==> config.mk <==
export PLATFORM = sky130hd
export DESIGN_NAME = vga_sync_decoder
export DESIGN_NICKNAME = d
export VERILOG_FILES = /design/src/rtl/vga_sync_decoder.sv
export SDC_FILE = /design/constraint.sdc
export NUM_CORES = 1
export LEC_CHECK = 0
export BUFFER_PORTS_ARGS = -buffer_cell sky130_fd_sc_hd__buf_2
export CORE_UTILIZATION = 60
export DETAILED_ROUTE_END_ITERATION = 12
export GPL_TIMING_DRIVEN = 0
export PLACE_DENSITY = 0.9
export REMOVE_ABC_BUFFERS = 1
export SLEW_MARGIN = 15
export SYNTH_ARGS = -nofsm -noshare
export SYNTH_HDL_FRONTEND = slang
export SYNTH_SLANG_ARGS = --single-unit
==> constraint.sdc <==
create_clock -name clk_i -period 4.55 [get_ports clk_i]
set_clock_uncertainty 0.15 [all_clocks]
set_input_delay 0.455 -clock clk_i [delete_from_list [all_inputs] [get_ports clk_i]]
set_output_delay 0.455 -clock clk_i [all_outputs]
set_load 0.005 [all_outputs]
==> src/rtl/vga_sync_decoder.sv <==
// rtl/vga_sync_decoder.sv - rebuilds VGA column/row/visible from incoming active-low syncs
// and reports lock once line and frame periods match the configured timing.
module vga_sync_decoder #(
  parameter int H_VISIBLE     = 640,
  parameter int H_FRONT_PORCH = 16,
  parameter int H_SYNC_PULSE  = 96,
  parameter int H_WHOLE_LINE  = 800,
  parameter int V_VISIBLE     = 480,
  parameter int V_FRONT_PORCH = 10,
  parameter int V_SYNC_PULSE  = 2,
  parameter int V_WHOLE_FRAME = 525,
  parameter int LOCK_LINES    = 4
) (
  input  logic       clk_i,
  input  logic       reset_i,
  input  logic       hsync_i,
  input  logic       vsync_i,
  output logic [9:0] column_o,
  output logic [9:0] row_o,
  output logic       visible_o,
  output logic       locked_o,
  output logic       sync_err_o
);

  localparam int HPW = $clog2(2 * H_WHOLE_LINE + 1);
  localparam int VLW = $clog2(V_WHOLE_FRAME + 2);
  localparam int LCW = $clog2(LOCK_LINES + 1);
  localparam logic [HPW-1:0] HPER_MAX   = HPW'(2 * H_WHOLE_LINE);
  localparam logic [HPW-1:0] HPER_GOOD  = HPW'(H_WHOLE_LINE - 1);
  localparam logic [VLW-1:0] VLINES_MAX = VLW'(V_WHOLE_FRAME + 1);

  if (H_VISIBLE + H_FRONT_PORCH + H_SYNC_PULSE >= H_WHOLE_LINE ||
      V_VISIBLE + V_FRONT_PORCH + V_SYNC_PULSE >= V_WHOLE_FRAME) begin : g_bad_timing
    $error("vga_sync_decoder: sync pulse does not fit inside the line or frame");
  end

  typedef enum logic [1:0] {SEARCH, HLOCK, LOCKED} state_t;
  state_t state, state_nxt;

  logic           hs_q, vs_q;
  logic [HPW-1:0] hper;
  logic [VLW-1:0] vlines;
  logic [LCW-1:0] good_cnt, good_cnt_nxt;
  logic           first_pending, first_pending_nxt;
  logic           armed, armed_nxt;
  logic           err_nxt;
  logic           hfall, vfall, col_wrap;
  logic           line_good, line_bad, frame_good, frame_over;
  logic [9:0]     col_nxt, row_nxt;
  logic           visible_nxt;

  assign hfall      = hs_q & ~hsync_i;
  assign vfall      = vs_q & ~vsync_i;
  assign col_wrap   = !hfall && (column_o == 10'(H_WHOLE_LINE - 1));
  // A timeout is flagged once, on the cycle hper climbs onto its saturation value.
  assign line_good  = hfall && !first_pending && (hper == HPER_GOOD);
  assign line_bad   = (hfall && !first_pending && (hper != HPER_GOOD)) ||
                      (!hfall && (hper == HPER_MAX - HPW'(1)));
  assign frame_good = vfall && (vlines == VLW'(V_WHOLE_FRAME));
  assign frame_over = hfall && !vfall && (vlines == VLW'(V_WHOLE_FRAME));

  always_comb begin
    col_nxt = column_o + 10'd1;
    if (hfall)
      col_nxt = 10'(H_VISIBLE + H_FRONT_PORCH);
    else if (col_wrap)
      col_nxt = '0;

    row_nxt = row_o;
    if (vfall)
      row_nxt = 10'(V_VISIBLE + V_FRONT_PORCH);
    else if (col_wrap)
      row_nxt = (row_o == 10'(V_WHOLE_FRAME - 1)) ? '0 : row_o + 10'd1;
  end

  always_comb begin
    state_nxt         = state;
    good_cnt_nxt      = good_cnt;
    first_pending_nxt = first_pending;
    armed_nxt         = armed;
    err_nxt           = 1'b0;
    if (hfall)
      first_pending_nxt = 1'b0;
    case (state)
      SEARCH: begin
        if (line_bad)
          good_cnt_nxt = '0;
        else if (line_good) begin
          if (good_cnt == LCW'(LOCK_LINES - 1)) begin
            state_nxt    = HLOCK;
            good_cnt_nxt = '0;
            armed_nxt    = 1'b0;
          end else
            good_cnt_nxt = good_cnt + LCW'(1);
        end
      end
      HLOCK: begin
        if (line_bad) begin
          state_nxt         = SEARCH;
          first_pending_nxt = 1'b1;
        end else if (vfall) begin
          // Any vfall becomes the reference for the next frame measurement.
          if (armed && frame_good)
            state_nxt = LOCKED;
          armed_nxt = 1'b1;
        end
      end
      LOCKED: begin
        if (line_bad || (vfall && !frame_good) || frame_over) begin
          state_nxt         = SEARCH;
          first_pending_nxt = 1'b1;
          err_nxt           = 1'b1;
        end
      end
      default: state_nxt = SEARCH;
    endcase
  end

  assign visible_nxt = (state_nxt == LOCKED) && (col_nxt < 10'(H_VISIBLE)) &&
                       (row_nxt < 10'(V_VISIBLE));

  always_ff @(posedge clk_i or posedge reset_i) begin
    if (reset_i) begin
      state         <= SEARCH;
      hs_q          <= 1'b1;
      vs_q          <= 1'b1;
      hper          <= '0;
      vlines        <= '0;
      good_cnt      <= '0;
      first_pending <= 1'b1;
      armed         <= 1'b0;
      column_o      <= '0;
      row_o         <= '0;
      visible_o     <= 1'b0;
      locked_o      <= 1'b0;
      sync_err_o    <= 1'b0;
    end else begin
      state         <= state_nxt;
      hs_q          <= hsync_i;
      vs_q          <= vsync_i;
      good_cnt      <= good_cnt_nxt;
      first_pending <= first_pending_nxt;
      armed         <= armed_nxt;
      column_o      <= col_nxt;
      row_o         <= row_nxt;
      visible_o     <= visible_nxt;
      locked_o      <= (state_nxt == LOCKED);
      sync_err_o    <= err_nxt;

      if (hfall)
        hper <= '0;
      else if (hper != HPER_MAX)
        hper <= hper + HPW'(1);

      // An hfall coinciding with vfall is the first line of the new frame.
      if (vfall)
        vlines <= hfall ? VLW'(1) : '0;
      else if (hfall && (vlines != VLINES_MAX))
        vlines <= vlines + VLW'(1);
    end
  end

endmodule

==> results of run 1 <==
layout make-up:
class,instances,area [um2]
multi-input cells,220,1460
inverters,16,60.1
fillers,317,1290
repair buffers,28,160
clock buffers,6,72.6
well taps,52,65.1
flip-flops and latches,53,1330
clock inverters,2,38.8
layer usage:
metal	share of wire	GRT usage
met1	0.44	0.296
met2	0.50	0.432
met3	0.039	0.0408
met4	0.019	0.124
met5	0	0
synthesized netlist by cell type (all sizes together), types with 8 or more instances:
cell / count / area [um2]
nand4: 10 / 68.8
and3: 8 / 50.1
dfrtp: 50 / 1250
inv: 16 / 60.1
a21oi: 9 / 45.0
ha: 13 / 163
xor2: 18 / 158
nand2: 19 / 71.3
nand3: 18 / 90.1
nor2: 40 / 150
o21ai: 13 / 68.8
registers in the layout (all words and copies together), names as in the netlist:
signal and count:
locked_o 1, armed 1, vlines 10, sync_err_o 1
good_cnt 3, visible_o 1, state 2, hs_q 1
row_o 10, column_o 10, hper 11, first_pending 1
vs_q 1
logic make-up (layout without fill, tap and decap cells):
group / after synthesis / count (layout) / share of synthesized area
AOI/OAI and AO/OA: 46 / 46 / 0.112
xor gates and xnor gates: 25 / 25 / 0.0759
adders and majority gates: 13 / 13 / 0.0564
buffers and inverters: 24 / 52 / 0.0347
DFF: 53 / 53 / 0.461
and+or+nand+nor: 136 / 136 / 0.260
power groups by stage:
stage                     Clock, mW  Sequential (mW)  Combinational (mW)
after global routing          0.337            0.568               0.159
after floorplan                   0            0.560              0.0952
after global placement            0            0.566               0.127
after detailed placement          0            0.569               0.137
final                         0.324            0.563               0.138
after CTS                     0.328            0.562               0.140
cells in the final DEF, fill, tap and decap left out, types with 4 or more instances in the layout:
cell type  netlist  final
clkbuf_8         0      5
nor2_1          40     40
dfrtp_1         50     50
ha_1            13     13
nand4_1          9      9
nand2b_1         6      6
xor2_1          18     18
nand2_1         19     19
inv_1           16     15
and3_1           8      8
xnor2_1          7      7
nor3_1           4      4
o21ai_0         12     12
nand3_1         18     18
a31oi_1          6      6
a21oi_1          9      9
or4_1            4      4
buf_2            2     26
nor2b_1          5      4
worst paths after layout:
kind                                  start  slack, ns           to
worst min-delay path                hsync_i       0.09         hs_q
worst min register to register  good_cnt[2]       0.36  good_cnt[2]
max in group asynchronous           reset_i       3.09         vs_q
worst max register to register         hs_q       1.75    visible_o
worst max-delay path                   hs_q       1.75    visible_o
min in group asynchronous           reset_i       0.57      hper[6]
critical path: stages, from the launching register on:
cell and delay [ns]:
dfstp_2 0.54, nor2b_1 0.70, nor3_1 0.22, a22oi_4 0.38, o21ai_2 0.09, a211o_1 0.35, nor4_2 0.28
timing repair:
item,4_1_cts,5_1_grt
gates resized for setup,0,0
hold buffers,1,0
hold endpoints to repair,17,0
setup endpoints to repair,0,0
per-stage QoR:
step,instances,area [um2]
finish,377,3180
CTS,377,3180
global route,377,3180
floorplan,289,2840
global placement,367,3040
detailed placement,368,3060
==> results.sh, run 1 <==
export IMPL_final_setup_tns_ns=0
export IMPL_area_growth_pct=10.4
export IMPL_avgSynthCellArea_um2=9.71
export IMPL_arrival_ns=2.88
export IMPL_antenna_found_initial=0
export IMPL_finalPower_mw=1.03
export IMPL_grt_first_pass_wirelength_um=9870
export IMPL_end_kind="flip-flop"
export IMPL_cts_sinks=53
export IMPL_hpwl_um=4040
export IMPL_hold_depth=1
export IMPL_ys_types=50
export IMPL_yosys_warnings=0
export IMPL_firstDrtPassIters=11
export IMPL_max_slew_worst_pin_slew_ns=0.878
export IMPL_power_density_mw_per_mm2=322
export IMPL_cts_setup_buffers=0
export IMPL_clk_pin_slew_ns=0.10
export IMPL_track_usage=0.247
export IMPL_vias=2331
export IMPL_ys_ff_latch=53
export IMPL_internal_power_mw=0.736
export IMPL_synth_area_mm2=0.00288
export IMPL_combPwrFrac=0.135
export IMPL_io_pins=27
export IMPL_leakage_nw=1.43
export IMPL_ff2ff_path_depth=6
export IMPL_clockBufferDepth=2
export IMPL_fmax_mhz=357
export IMPL_post_place_ws_ns=1.72
export IMPL_rows=24
export IMPL_tritoncts="done"
export IMPL_grt_pass1_vias=2266
export IMPL_core_area_mm2=0.00447
export IMPL_grt_max_degree=36
export IMPL_initial_core_util=0.645
export IMPL_post_route_period_util=0.615
export IMPL_cts_inserted_buffers=5
export IMPL_p_clk_frac=0.316
export IMPL_initialDrtViolationCount=146
export IMPL_drc_errors=5
export IMPL_totalWireLength_um=5820
export IMPL_die_y_um=71.3
export IMPL_finalCriticalPeriod_ns=2.80
export IMPL_path_max_fanout=14
export IMPL_ir_worst_vdd_mv=0.169
export IMPL_die_area_mm2=0.00509
export IMPL_postRouteAntennaNets=0
export IMPL_rsz0062_at_grt="no"
export IMPL_final_nets=341
export IMPL_maxSlewHeadroom=0.414
export IMPL_ys_async_sr_fraction=1.00
export IMPL_report_final_hold_viol_count=0
export IMPL_cp_start_kind="flip-flop"
export IMPL_hold_path_class="in2reg"
export IMPL_antennaDiodeCount=0
export IMPL_synth_flop_cell="dfrtp_1"
export IMPL_grt_ovfl_total=0
export IMPL_cts_root_buf="clkbuf_8"
export IMPL_yosysSeqAreaShare=0.461
export IMPL_gp_congestion=0.817
export IMPL_clock_latency_ns=0.31
export IMPL_final_util=0.711
export IMPL_syn_instance_count=297
export IMPL_cts_max_level=2
export IMPL_seqPwrFrac=0.549
export IMPL_drive_above_1_share=0.160
export IMPL_status="complete, but fails checks"
export IMPL_cp_required_ns=4.63
export IMPL_timing_final_ws_setup_ns=1.75
export IMPL_io_buffers=26
export IMPL_final_max_slew_viol_count=0
export IMPL_p_switching_mw=0.289
export IMPL_violations="design-rule violations"
export IMPL_critPathKind="reg2reg"
export IMPL_die_w_um=71.3
export IMPL_viasPerCell=6.18
export IMPL_p_sw_frac=0.282
export IMPL_cap_violations=0
export IMPL_routedWlPerCell_um=15.4
export IMPL_worst_hold_slack_ns=0.0942
export IMPL_synth_edff_count=0
export IMPL_setup_viol=0
(Power assumes the default switching activity.)
==> inputs of run 2 (changes only) <==
CORE_UTILIZATION = 59   (was 60)
PLACE_DENSITY = 0.88   (was 0.9)
clock period = 2.9 ns   (was 4.55 ns; I/O delays follow)
==> run 2 against run 1 <==
Against the previous run: the flow now finishes without violations; sequential power up 56%; combinational power is 57% higher; worst hold slack improved by 0.11 ns; first-iteration DRC count fell by 17%; non-clock buffer count is 2 higher; sequential share of layout area shrank 0.31 points; setup slack worse by 1.5 ns; critical path depth rose by 2; total power grew 49%; utilization down 3.2 points; critical path type is now in2reg; critical endpoint unchanged; largest power group unchanged.
==> results.sh, run 2 (synthesis results as in run 1) <==
export IMPL_status="completed"
export IMPL_maxSlewHeadroom=0.490
export IMPL_ff2ff_path_depth=7
export IMPL_cp_cell_sequence="dlygate4sd3_1, buf_2, nor2b_2, nor2_1, a211oi_2, o21ai_2, a211o_1, nor4_2"
export IMPL_critPathKind="in2reg"
export IMPL_cp_depth=8
export IMPL_final_cell_mix="dfrtp_1, nor2_1, buf_2"
export IMPL_core_area_mm2=0.00472
export IMPL_initial_core_util=0.611
export IMPL_die_y_um=71.9
export IMPL_drive_above_1_share=0.165
export IMPL_leakage_nw=1.43
export IMPL_firstDrtPassIters=4
export IMPL_grt_first_pass_wirelength_um=9140
export IMPL_placed_cells=383
export IMPL_initialDrtViolationCount=121
export IMPL_die_area_mm2=0.00517
export IMPL_finalPower_mw=1.52
export IMPL_totalWireLength_um=5380
export IMPL_cp_required_ns=2.97
export IMPL_cts_max_level=2
export IMPL_max_slew_worst_pin_slew_ns=0.762
export IMPL_antennaDiodeCount=0
export IMPL_io_pins=27
export IMPL_largest_register_ffs=11
export IMPL_post_route_period_util=0.919
export IMPL_hold_path_class="in2reg"
export IMPL_tritoncts="done"
export IMPL_ir_worst_vdd_mv=0.185
export IMPL_drc_errors=0
export IMPL_setup_viol=0
export IMPL_worst_path_buf_inv=2
export IMPL_cp_slowest_cell="nor2b_2"
export IMPL_fmax_mhz=375
export IMPL_vias=2252
export IMPL_grt_ovfl_total=0
export IMPL_routedWlPerCell_um=13.7
export IMPL_cp_start_kind="primary input"
export IMPL_cap_violations=0
export IMPL_rrSetupSlack_ns=0.26
export IMPL_hpwl_um=3880
export IMPL_finalCriticalPeriod_ns=2.67
export IMPL_path_max_fanout=20
export IMPL_r2r_end="visible_o"
export IMPL_track_usage=0.223
export IMPL_cp_endpoint="visible_o"
export IMPL_cts_sinks=53
export IMPL_io_buffers=26
export IMPL_worstSetupStartpoint="vsync_i"
export IMPL_clk_pin_slew_ns=0.10
export IMPL_clock_latency_ns=0.31
export IMPL_postRouteAntennaNets=0
export IMPL_cts_inserted_buffers=5
export IMPL_post_place_ws_ns=0.0987
export IMPL_final_max_slew_viol_count=0
export IMPL_report_final_hold_viol_count=0
export IMPL_cts_root_buf="clkbuf_8"
export IMPL_power_density_mw_per_mm2=475
export IMPL_die_w_um=71.9
export IMPL_fillers=330
export IMPL_rows=25
export IMPL_final_setup_tns_ns=0
export IMPL_final_util=0.679
export IMPL_clockBufferDepth=2
export IMPL_grt_max_degree=36
export IMPL_cts_setup_buffers=0
export IMPL_crit_family="simple AND/OR/NAND/NOR gates"
export IMPL_rsz0062_at_grt="no"
export IMPL_grt_pass1_vias=2135
export IMPL_gp_congestion=0.845
export IMPL_final_nets=343
export IMPL_layout_commonest_cell="dfrtp_1"
export IMPL_area_growth_pct=11.2
export IMPL_regArea_mm2=0.00133
export IMPL_layout_cells_non_filler=394
export IMPL_viasPerCell=5.72
export IMPL_top_register="hper"
export IMPL_antenna_found_initial=0
export IMPL_r2r_start="column_o[0]"
export IMPL_multi_input_area_mm2=0.00146
export IMPL_slowest_delay_ns=0.60
export IMPL_timing_final_ws_setup_ns=0.234
export IMPL_arrival_ns=2.73
export IMPL_end_kind="flip-flop"
## run 2: metrics by stage
stage          hold WS (ns)  area [um2]
3_5_place_dp          0.160        3080
2_1_floorplan         0.144        2840
4_1_cts               0.283        3200
6_report              0.201        3210
3_3_place_gp          0.261        3060
5_1_grt               0.217        3210
## run 2: cell type report
class | count | area share
Multi-Input combinational cell | 220 | 0.455
Sequential cell | 53 | 0.415
Timing Repair Buffer | 30 | 0.0562
Tap cell | 67 | 0.0261
Clock buffer | 5 | 0.0215
Inverter | 16 | 0.0187
Clock inverter | 3 | 0.00780
## run 2: routing by layer
| layer | vias to the layer above | routed length, um | track usage |
|---|---|---|---|
| li1 | 1113 | - | - |
| met1 | 1059 | 2390 | 0.272 |
| met2 | 70 | 2680 | 0.390 |
| met3 | 10 | 208 | 0.0389 |
| met4 | 0 | 105 | 0.0980 |
| met5 | - | 0 | 0 |
## run 2: repair_timing
action                     4_1_cts  5_1_grt
setup endpoints to repair        0        1
hold buffers                     3        0
hold endpoints to repair        19        0
resized for setup                0        1
## run 2: worst min path at each step
stage	startpoint	to	slack, ns	depth (start not counted)
3_5_place_dp	reset_i	column_o[9]	0.16	2
6_report	hsync_i	column_o[8]	0.20	3
2_1_floorplan	hsync_i	hs_q	0.14	0
3_3_place_gp	vsync_i	vs_q	0.26	1
5_1_grt	hsync_i	hper[5]	0.22	3
4_1_cts	hsync_i	column_o[8]	0.28	3
## run 2: power breakdown
group          switching (mW)  internal [mW]
combinational           0.119         0.0973
clock                   0.254          0.175
sequential             0.0794          0.800
total                   0.452           1.07
## run 2: tightest hold or removal path: stages
cell and delay (ns):
buf_2 0.11, nor2b_2 0.11, nor2_1 0.11
